File: src/rtl/stmt_stream_pkg.sv
// Shared types and constants for the nibble-to-byte stream packer.
package stmt_stream_pkg;

  localparam int unsigned STREAM_W_DEFAULT = 4;

  typedef enum logic [0:0] {
    StEmpty,
    StHalf
  } pack_state_e;

  typedef struct packed {
    logic [2*STREAM_W_DEFAULT-1:0] data;
    logic                          last;
    logic                          pad;
  } stream_word_t;

endpackage

File: src/rtl/stmt_stream_fifo.sv
// Synchronous FIFO for packed output words; depth need not be a power of two.
module stmt_stream_fifo #(
  parameter int unsigned Width = 10,
  parameter int unsigned DEPTH = 2,
  parameter int unsigned CntW  = $clog2(DEPTH + 1)
) (
  input  logic             clk_i,
  input  logic             rst_i,
  input  logic             push_i,
  input  logic [Width-1:0] wdata_i,
  input  logic             pop_i,
  output logic [Width-1:0] rdata_o,
  output logic             full_o,
  output logic             empty_o,
  output logic [CntW-1:0]  count_o
);

  localparam int unsigned PtrW = (DEPTH > 1) ? $clog2(DEPTH) : 1;
  localparam logic [PtrW-1:0] LastIdx = PtrW'(DEPTH - 1);
  localparam logic [CntW-1:0] FullCnt = CntW'(DEPTH);

  logic [Width-1:0] mem_q [DEPTH];
  logic [PtrW-1:0]  wr_ptr_q, wr_ptr_d;
  logic [PtrW-1:0]  rd_ptr_q, rd_ptr_d;
  logic [CntW-1:0]  count_q, count_d;
  logic             do_push, do_pop;

  assign full_o  = (count_q == FullCnt);
  assign empty_o = (count_q == '0);
  assign count_o = count_q;
  assign rdata_o = mem_q[rd_ptr_q];

  assign do_push = push_i & ~full_o;
  assign do_pop  = pop_i & ~empty_o;

  always_comb begin
    wr_ptr_d = wr_ptr_q;
    rd_ptr_d = rd_ptr_q;
    count_d  = count_q;
    if (do_push) begin
      wr_ptr_d = (wr_ptr_q == LastIdx) ? '0 : wr_ptr_q + 1'b1;
    end
    if (do_pop) begin
      rd_ptr_d = (rd_ptr_q == LastIdx) ? '0 : rd_ptr_q + 1'b1;
    end
    unique case ({do_push, do_pop})
      2'b10:   count_d = count_q + 1'b1;
      2'b01:   count_d = count_q - 1'b1;
      default: count_d = count_q;
    endcase
  end

  always_ff @(posedge clk_i) begin
    if (rst_i) begin
      wr_ptr_q <= '0;
      rd_ptr_q <= '0;
      count_q  <= '0;
    end else begin
      wr_ptr_q <= wr_ptr_d;
      rd_ptr_q <= rd_ptr_d;
      count_q  <= count_d;
    end
  end

  // Storage carries no reset; the top masks the head while the FIFO is empty.
  always_ff @(posedge clk_i) begin
    if (do_push) begin
      mem_q[wr_ptr_q] <= wdata_i;
    end
  end

endmodule

File: src/rtl/stmt_stream_packer.sv
// Packs pairs of nibbles into bytes (first nibble high), flags frame ends and
// zero-padded odd tails, and counts words handed to the consumer.
module stmt_stream_packer
  import stmt_stream_pkg::*;
#(
  parameter int unsigned W     = STREAM_W_DEFAULT,
  parameter int unsigned DEPTH = 2,
  parameter int unsigned CNT_W = 16
) (
  input  logic             clk_i,
  input  logic             rst_i,
  input  logic             in_valid_i,
  output logic             in_ready_o,
  input  logic [W-1:0]     in_data_i,
  input  logic             in_last_i,
  output logic             out_valid_o,
  input  logic             out_ready_i,
  output logic [2*W-1:0]   out_data_o,
  output logic             out_last_o,
  output logic             out_pad_o,
  output logic [CNT_W-1:0] word_count_o
);

  localparam int unsigned WordW    = 2 * W + 2;
  localparam int unsigned FifoCntW = $clog2(DEPTH + 1);

  pack_state_e      state_q, state_d;
  logic [W-1:0]     hold_q, hold_d;
  logic [CNT_W-1:0] word_count_q, word_count_d;

  logic                in_fire, out_fire, push;
  logic [WordW-1:0]    push_word, head_word;
  logic                fifo_full, fifo_empty;
  logic [FifoCntW-1:0] fifo_count;

  assign in_ready_o  = ~rst_i & ~fifo_full;
  assign in_fire     = in_valid_i & in_ready_o;
  assign out_valid_o = ~fifo_empty;
  assign out_fire    = out_valid_o & out_ready_i;

  always_comb begin
    state_d   = state_q;
    hold_d    = hold_q;
    push      = 1'b0;
    push_word = '0;
    if (in_fire) begin
      unique case (state_q)
        StEmpty: begin
          if (in_last_i) begin
            // Odd-length frame: lone nibble goes high, low half is padding.
            push      = 1'b1;
            push_word = {in_data_i, {W{1'b0}}, 1'b1, 1'b1};
          end else begin
            hold_d  = in_data_i;
            state_d = StHalf;
          end
        end
        StHalf: begin
          push      = 1'b1;
          push_word = {hold_q, in_data_i, in_last_i, 1'b0};
          state_d   = StEmpty;
        end
      endcase
    end
  end

  assign word_count_d = word_count_q + CNT_W'(out_fire);

  always_ff @(posedge clk_i) begin
    if (rst_i) begin
      state_q      <= StEmpty;
      hold_q       <= '0;
      word_count_q <= '0;
    end else begin
      state_q      <= state_d;
      hold_q       <= hold_d;
      word_count_q <= word_count_d;
    end
  end

  stmt_stream_fifo #(
    .Width (WordW),
    .DEPTH (DEPTH),
    .CntW  (FifoCntW)
  ) u_fifo (
    .clk_i   (clk_i),
    .rst_i   (rst_i),
    .push_i  (push),
    .wdata_i (push_word),
    .pop_i   (out_fire),
    .rdata_o (head_word),
    .full_o  (fifo_full),
    .empty_o (fifo_empty),
    .count_o (fifo_count)
  );

  assert property (@(posedge clk_i) fifo_empty == (fifo_count == '0));

  assign out_data_o   = out_valid_o ? head_word[WordW-1:2] : '0;
  assign out_last_o   = out_valid_o & head_word[1];
  assign out_pad_o    = out_valid_o & head_word[0];
  assign word_count_o = word_count_q;

endmodule

File: config.mk
export PLATFORM = sky130hd
export DESIGN_NAME = stmt_stream_packer
export DESIGN_NICKNAME = d
export VERILOG_FILES = /design/src/rtl/stmt_stream_pkg.sv /design/src/rtl/stmt_stream_fifo.sv /design/src/rtl/stmt_stream_packer.sv
export SDC_FILE = /design/constraint.sdc
export NUM_CORES = 1
export LEC_CHECK = 0
export BUFFER_PORTS_ARGS = -buffer_cell sky130_fd_sc_hd__buf_2
export CAP_MARGIN = 20
export CORE_MARGIN = 2
export CORE_UTILIZATION = 49
export DETAILED_ROUTE_END_ITERATION = 10
export GPL_TIMING_DRIVEN = 0
export MAX_ROUTING_LAYER = met4
export PLACE_DENSITY = 0.78
export REMOVE_ABC_BUFFERS = 1
export SETUP_SLACK_MARGIN = 0.4
export SYNTH_ARGS = -nofsm -noshare
export SYNTH_HDL_FRONTEND = slang
export SYNTH_SLANG_ARGS = --single-unit
File: constraint.sdc
create_clock -name clk_i -period 1.7 [get_ports clk_i]
set_input_delay 0.085 -clock clk_i [delete_from_list [all_inputs] [get_ports clk_i]]
set_output_delay 0.085 -clock clk_i [all_outputs]
set_load 0.05 [all_outputs]
==> out/metrics.yaml, run 1 <==
global_route:
  grt_pass1_vias: 1574
  grt_use_total_pct: 24.9
  grt_pass1_wl_um: 7800
  grt_antenna_before_repair: 0
  grt-ovfl-total: 0
  maximum_number_of_pins_on_one_net_before_global_route_repair: 31
timing:
  hold_viol: 0
  period_minus_slack_ps: 1710
  tns_ps: -9.89
  timing.clock.skew_ps: 6.50
  setup_viol: 1
  slew_headroom_pct: 64.1
  postLayoutSetupSlackWorst_ps: -9.89
  max_clock_freq_mhz: 585
  post-route-period-util_pct: 101
  tightest_slew_ps: 538
  rsz_0062_raised_after_global_routing: "yes"
  maxSlewViolCount: 0
power:
  seq_power_share_pct: 35.4
  static-leakage-power_nw: 1.27
  power_frac_comb_pct: 40.2
  power.ir.vdd_worst_mv: 0.901
  cellPowerDensity_nw_per_um2: 1090
  total_switching_power_mw: 1.16
  internal_power_mw: 2.38
  power.switching_fraction_pct: 32.8
  power.clock.fraction_pct: 24.5
  post-layout-total-power_mw: 3.54
synth:
  synthesized_area_fraction_occupied_by_xor_and_xnor_cells_pct: 7.00
  register_bit_total_from_synthesis: 46
  synth_top_area_cell: "edfxtp_1"
  synth_area_per_cell_um2: 10.4
  synthMuxAreaShare_pct: 7.50
  synthesis.yosys.warnings: 0
  synth_compound_gate_area_share_pct: 2.69
  synth_sequential_area_ratio_pct: 56.0
  synthDominantCellAreaShare_pct: 30.0
  synth.top_cells.by_area: "edfxtp_1 (30%), dfxtp_1 (26%), nor2_1 (8.8%)"
  post_synth_num_cell_types: 26
  number_of_standard_cells_after_synthesis: 193
  largest_family_of_logic_cells_by_synthesized_area: "simple AND/OR/NAND/NOR gates"
  synth-simple-area-share_pct: 22.7
  synthAdderAreaFrac_pct: 1.88
  syn-cell-area_um2: 2000
clock_tree:
  htree_num_levels: 2
  clk_pin_slew_ps: 90
  cts_tree: "built"
  cts_hold_buffers: 0
  clk_root_buffer_cell: "clkbuf_8"
  cts.path.max_buffers: 2
  number_of_sinks_handled_by_clock_tree_synthesis: 46
  cts_buffers: 5
  insertion_delay_to_the_later_sink_of_the_worst_skew_pair_ps: 310
detailed_routing:
  detail_route_antenna_nets: 0
  routed_via_density: 5.53
  detailroute.wirelength.met3_um: 290
  detail_route.wl_per_cell_um: 18.7
  drt_first_iter_violations: 144
  first_pass_drt_iterations: 4
  wl_met1_um: 2390
  via_count: 1719
  detail_route.drc_violations: 0
  wl_met2_um: 2980
  final_routed_wirelength_across_all_metal_layers_um: 5820
  route.top_layer_used: "met4"
worst_setup_path:
  worstSetupEndpointType: "register"
  reg2reg_to: "word_count_o[5]$_SDFF_PP0_"
  critical_path_class: "register to register"
  ff2ff_path_depth: 8
  critical_path.reg2reg.startpoint: "u_fifo.count_o[1]$_SDFFE_PP0P_"
  critical_path_arrival_ps: 1950
  start_kind: "register"
  regToRegSetupSlack_ps: -10
  critical_path_required_ps: 1940
  largest_fanout_of_any_net_on_the_critical_path: 6
layout:
  finalNetCount: 272
  layout-drive-gt1-share_pct: 53.6
  finalCoreUtilization_pct: 81.9
  diodes: 0
  flow.area_growth_from_synthesis_pct: 62.6
hold_path:
  hold-path-cell-count: 3
  hold_path_class: "input pin to register"
  hold_path.startpoint: "in_data_i[0]"
  whs_endpoint: "hold_q[0]$_SDFFE_PP0P_"
placement:
  place_congestion: 0.775
  place.detailed.hpwl_um: 2440
  io_buffers: 36
  placement.setup.worst_slack_ps: -576
floorplan:
  effective_utilization_at_floorplan_pct: 50.4
  die-width_um: 67.9
  boundaryPins: 37
  floorplan.core_area_um2: 3970
  dieHeight_um: 67.9
  die_area_um2: 4610
  row_count: 23
run_status:
  result_of_the_run: "finished with violations"
  violations: "setup timing"
flow_run:
  max_cap_viols: 0
## metrics by stage
stage                     std cells  hold slack, ps  instance area [µm²]
final                           311            50.1                 3250
after global routing            311            66.2                 3250
after CTS                       299            43.0                 2890
after detailed placement        272             357                 2220
after global placement          272             350                 2220
after floorplan                 186             154                 1970
## cell usage after synthesis, drive strengths merged
master	number
buf	3
ha	3
a31o	1
or2	1
dfxtp	26
o21ai	2
nand2b	3
nor3	3
a21oi	7
mux2i	15
nand3	6
and3	5
xor2	3
nand2	10
nor4	3
or3	3
inv	4
nor2	47
clkbuf	4
nand4	4
nor2b	7
xnor2	13
edfxtp	20
## layout make-up
cell class                      instances  area (µm²)
Inverter                                4        20.0
Tap cell                               50        62.6
Clock buffer                            7        86.3
Sequential cell                        46        1140
Timing Repair Buffer                   67         667
Clock inverter                          1        30.0
Fill cell                             180         717
Multi-Input combinational cell        136        1250
## sequential cells by signal (all words and copies together), names as in the netlist, named ones only
name	cells
u_fifo.count_o	2
u_fifo.rd_ptr_q	1
hold_q	4
u_fifo.wr_ptr_q	1
word_count_o	16
state_q	1
u_fifo.mem_q	20
## kinds of logic (layout without fill, tap and decap cells)
kind of cell,Yosys count,after routing
buffers and inverters,11,79
flip-flops,46,46
adder cells (fa/ha/maj),3,3
multiplexers,15,15
AO/OA/AOI/OAI,10,10
XOR/XNOR,16,16
AND/OR/NAND/NOR,92,92
## layout by cell type (no fill, tap or decap), types with 3 or more instances in the layout
master / n
mux2i_1: 6
xnor2_1: 10
xor2_1: 3
buf_4: 12
buf_2: 24
nor2_1: 29
and3_4: 5
buf_6: 13
mux2i_2: 4
mux2i_4: 5
nor2_4: 16
dfxtp_1: 21
a21oi_1: 5
inv_1: 3
edfxtp_1: 20
xnor2_2: 3
buf_8: 11
dfxtp_4: 4
nor2b_1: 4
buf_12: 6
nand2_1: 9
nor2b_4: 3
clkbuf_8: 6
## layer usage
metal	up-vias	track usage, %
met5	-	-
met4	0	13.8
met3	15	6.41
met2	59	40.7
met1	853	27.8
li1	792	-
## worst max-delay path by stage
stage / startpoint / end / slack (ps)
2_1_floorplan: u_fifo.count_o[0]$_SDFFE_PP0P_ / word_count_o[14]$_SDFF_PP0_ / -210
3_3_place_gp: u_fifo.count_o[0]$_SDFFE_PP0P_ / word_count_o[10]$_SDFF_PP0_ / -520
3_5_place_dp: u_fifo.count_o[0]$_SDFFE_PP0P_ / word_count_o[10]$_SDFF_PP0_ / -580
4_1_cts: u_fifo.count_o[1]$_SDFFE_PP0P_ / word_count_o[12]$_SDFF_PP0_ / 40
5_1_grt: u_fifo.count_o[0]$_SDFFE_PP0P_ / word_count_o[15]$_SDFF_PP0_ / -80
6_report: u_fifo.count_o[1]$_SDFFE_PP0P_ / word_count_o[5]$_SDFF_PP0_ / -10
## power by group through the flow
stage	logic, mW	registers [mW]	clock network [mW]
after floorplan	0.451	1.29	0
after global placement	0.599	1.28	0
after detailed placement	0.607	1.28	0
after CTS	1.05	1.24	0.838
after global routing	1.49	1.26	0.910
final	1.42	1.25	0.866
## repair_timing
action	in CTS	in global routing
setup buffers	19	11
hold endpoints to repair	0	0
endpoints found under the setup margin	57	65
gates resized for setup	89	64
pin swaps	14	20
cloned	0	1
## critical path, cell delays in order, from the launching register on
cell,delay (ps)
dfxtp_4,370
nor2_4,40
nor2b_1,110
ha_2,230
buf_6,110
buf_6,90
nand3_4,150
or3_1,370
a21oi_1,160
Note: power is estimated with default switching activity, not from simulation.
==> inputs of run 2 (changes only) <==
--- a/config.mk
+++ b/config.mk
@@ -8,11 +8,12 @@
 export BUFFER_PORTS_ARGS = -buffer_cell sky130_fd_sc_hd__buf_2
 export CAP_MARGIN = 20
 export CORE_MARGIN = 2
-export CORE_UTILIZATION = 49
+export CORE_UTILIZATION = 51
+export CTS_BUF_LIST = sky130_fd_sc_hd__clkbuf_4
 export DETAILED_ROUTE_END_ITERATION = 10
 export GPL_TIMING_DRIVEN = 0
 export MAX_ROUTING_LAYER = met4
-export PLACE_DENSITY = 0.78
+export PLACE_DENSITY = 0.81
 export REMOVE_ABC_BUFFERS = 1
 export SETUP_SLACK_MARGIN = 0.4
 export SYNTH_ARGS = -nofsm -noshare
==> run 2 against run 1 <==
  * The flow still finishes with violations (setup timing)
  * Wire length is 2.5% lower
  * Non-clock buffer count is 2 lower
  * Maximum frequency is 3.0% lower
  * Clock power is 40% lower
  * Total power is 16% lower
  * Register-to-register slack worse by 50 ps
  * Utilization is 0.41 points higher
  * First-iteration DRC count is 23% lower
  * Setup slack worse by 53 ps
  * Final cell count is 1.3% lower
  * Sequential share of layout area is 2.2 points higher
==> out/metrics.yaml, run 2 (synthesized netlist as in run 1, its figures left out) <==
placement:
  io_buffers: 36  # unchanged
  place.detailed.hpwl_um: 2430  # -0.45%
  place_congestion: 0.802  # +3.5%
  placement.setup.worst_slack_ps: -574  # +2.65 ps
layout:
  flow.area_growth_from_synthesis_pct: 52.9
  n_fill_cell: 183  # +1.7%
  largest-register: "u_fifo.mem_q"
  mostFrequentLayoutCells: "nor2_1 (28), buf_2 (22), edfxtp_1 (20), dfxtp_1 (19), nor2_4 (16)"
  layout-drive-gt1-share_pct: 48.3  # -5.4 points
  layout.cells.most_common: "nor2_1"
  finalCoreUtilization_pct: 82.4  # +0.41 points
  largest_register_ff_count: 20  # unchanged
  diodes: 0  # unchanged
  finalNetCount: 270  # -0.74%
global_route:
  grt_pass1_wl_um: 7080  # -9.2%
  grt_pass1_vias: 1519  # -3.5%
  maximum_number_of_pins_on_one_net_before_global_route_repair: 31  # unchanged
  grt_use_total_pct: 22.3  # -2.6 points
  grt_antenna_before_repair: 0  # unchanged
  grt-ovfl-total: 0  # unchanged
timing:
  maxSlewViolCount: 0  # unchanged
  postLayoutSetupSlackWorst_ps: -62.5  # -52.6 ps
  slew_headroom_pct: 64.7  # +0.56 points
  holdWs_ps: 168  # +118 ps
  rsz_0062_raised_after_global_routing: "yes"
  tightest_slew_ps: 530  # -8.45 ps
  hold_viol: 0  # unchanged
  timing.clock.skew_ps: 12.4  # +5.92 ps
  setup_viol: 2  # +1
  post-route-period-util_pct: 104  # +3.1 points
  period_minus_slack_ps: 1760  # +52.6 ps
  max_clock_freq_mhz: 567  # -3.0%
worst_setup_path:
  cp_bufs_invs: 1  # -1
  critical_path_class: "register to register"
  critical_path_arrival_ps: 1990  # +40 ps
  timing.critical_path.slowest_cell_delay_ps: 380  # about the same
  destination_of_the_critical_timing_path: "word_count_o[10]$_SDFF_PP0_"
  regToRegSetupSlack_ps: -60  # -50 ps
  reg2reg_to: "word_count_o[10]$_SDFF_PP0_"
  ff2ff_path_depth: 9  # +1
  cp_slowest_cell: "dfxtp_4"
  critical_path_required_ps: 1930  # about the same
  start_kind: "register"
  critical_path.reg2reg.startpoint: "u_fifo.count_o[0]$_SDFFE_PP0P_"
  crit_path_cell_trace: "nor2_4 -> nor2b_1 -> ha_2 -> ha_4 -> nand4_4 -> buf_4 -> nor3_2 -> xnor2_1 -> nor2_1"
  largest_fanout_of_any_net_on_the_critical_path: 5  # -1
  critical_path_cell_count: 9  # +1
  crit_family: "simple AND/OR/NAND/NOR gates"
  cp-startpoint: "u_fifo.count_o[0]$_SDFFE_PP0P_"
  worstSetupEndpointType: "register"
run_status:
  violations: "setup timing"
  result_of_the_run: "finished with violations"
floorplan:
  floorplan.core_area_um2: 3720  # -6.4%
  dieHeight_um: 66.7  # -1.9%
  effective_utilization_at_floorplan_pct: 53.9  # +3.5 points
  die-width_um: 66.7  # -1.9%
  die_area_um2: 4440  # -3.7%
  row_count: 22  # -4.3%
  boundaryPins: 37  # unchanged
power:
  power_frac_comb_pct: 40.2  # about the same
  power.switching_fraction_pct: 36.3  # +3.4 points
  power.clock.fraction_pct: 17.4  # -7.1 points
  internal_power_mw: 1.90  # -20%
  static-leakage-power_nw: 1.19  # -6.4%
  seq_power_share_pct: 42.3  # +6.9 points
  cellPowerDensity_nw_per_um2: 972  # -11%
  power.ir.vdd_worst_mv: 0.631  # -30%
  total_switching_power_mw: 1.08  # -7.2%
  post-layout-total-power_mw: 2.98  # -16%
clock_tree:
  cts.path.max_buffers: 2  # unchanged
  insertion_delay_to_the_later_sink_of_the_worst_skew_pair_ps: 370  # +60 ps
  clk_pin_slew_ps: 150  # +60 ps
  cts_tree: "built"
  number_of_sinks_handled_by_clock_tree_synthesis: 46  # unchanged
  clk_root_buffer_cell: "clkbuf_4"
  htree_num_levels: 2  # unchanged
  cts_buffers: 5  # unchanged
flow_run:
  max_cap_viols: 0  # unchanged
detailed_routing:
  drt_first_iter_violations: 111  # -23%
  via_count: 1736  # +0.99%
  first_pass_drt_iterations: 4  # unchanged
  detail_route.drc_violations: 0  # unchanged
  detail_route.wl_per_cell_um: 18.5  # -1.2%
  detail_route_antenna_nets: 0  # unchanged
  final_routed_wirelength_across_all_metal_layers_um: 5680  # -2.5%
  routed_via_density: 5.65  # +2.3%
hold_path:
  hold_path_class: "input pin to register"
run 2: layout make-up:
cell class | count | area, µm² | share of cell area [%]
tap | 48 | 60.1 | 1.96
clock inverter | 3 | 16.3 | 0.531
inverter | 4 | 15.0 | 0.491
timing repair buffer | 65 | 592 | 19.3
sequential | 46 | 1140 | 37.2
clock buffer | 5 | 37.5 | 1.23
multi-input combinational | 136 | 1200 | 39.3
run 2: worst min-delay path by stage:
stage               slack (ps)                      endpoint  depth (start not counted)    startpoint
CTS                        170          state_q$_SDFFE_PP0P_                          4    in_valid_i
detailed placement         360        hold_q[3]$_SDFFE_PP0P_                          3  in_data_i[3]
global placement           350        hold_q[0]$_SDFFE_PP0P_                          3  in_data_i[0]
finish                     170        hold_q[2]$_SDFFE_PP0P_                          2         rst_i
global route               160  u_fifo.mem_q[1][1]$_DFFE_PP_                          2     in_last_i
floorplan                  150          state_q$_SDFFE_PP0P_                          1         rst_i
run 2: power groups by stage:
| stage | clock network (mW) | registers, mW | logic [mW] |
|---|---|---|---|
| floorplan | 0 | 1.29 | 0.451 |
| global placement | 0 | 1.28 | 0.598 |
| detailed placement | 0 | 1.28 | 0.604 |
| CTS | 0.495 | 1.25 | 0.826 |
| global route | 0.565 | 1.27 | 1.24 |
| finish | 0.518 | 1.26 | 1.20 |
run 2: per-stage QoR:
stage,cell area [µm²],cells,TNS (ps)
global placement,2210,270,-11330
finish,3060,307,-78.5
global route,3060,307,-431
floorplan,1970,186,-1030
detailed placement,2210,270,-13380
CTS,2660,295,0
run 2: metal layers:
layer / GRT usage, % / share of wire (%)
met3: 4.22 / 5.9
met5: - / 0
met1: 26.3 / 40
met4: 9.69 / 1.9
met2: 37.1 / 52
run 2: what timing repair did:
action                                  4_1_cts  5_1_grt
pin swaps                                    14       15
endpoints found under the setup margin       60       69
gates resized for setup                      56       71
buffers inserted                             13       11
hold endpoints to repair                      4        0
gates cloned                                  0        1
hold buffers                                  4        0
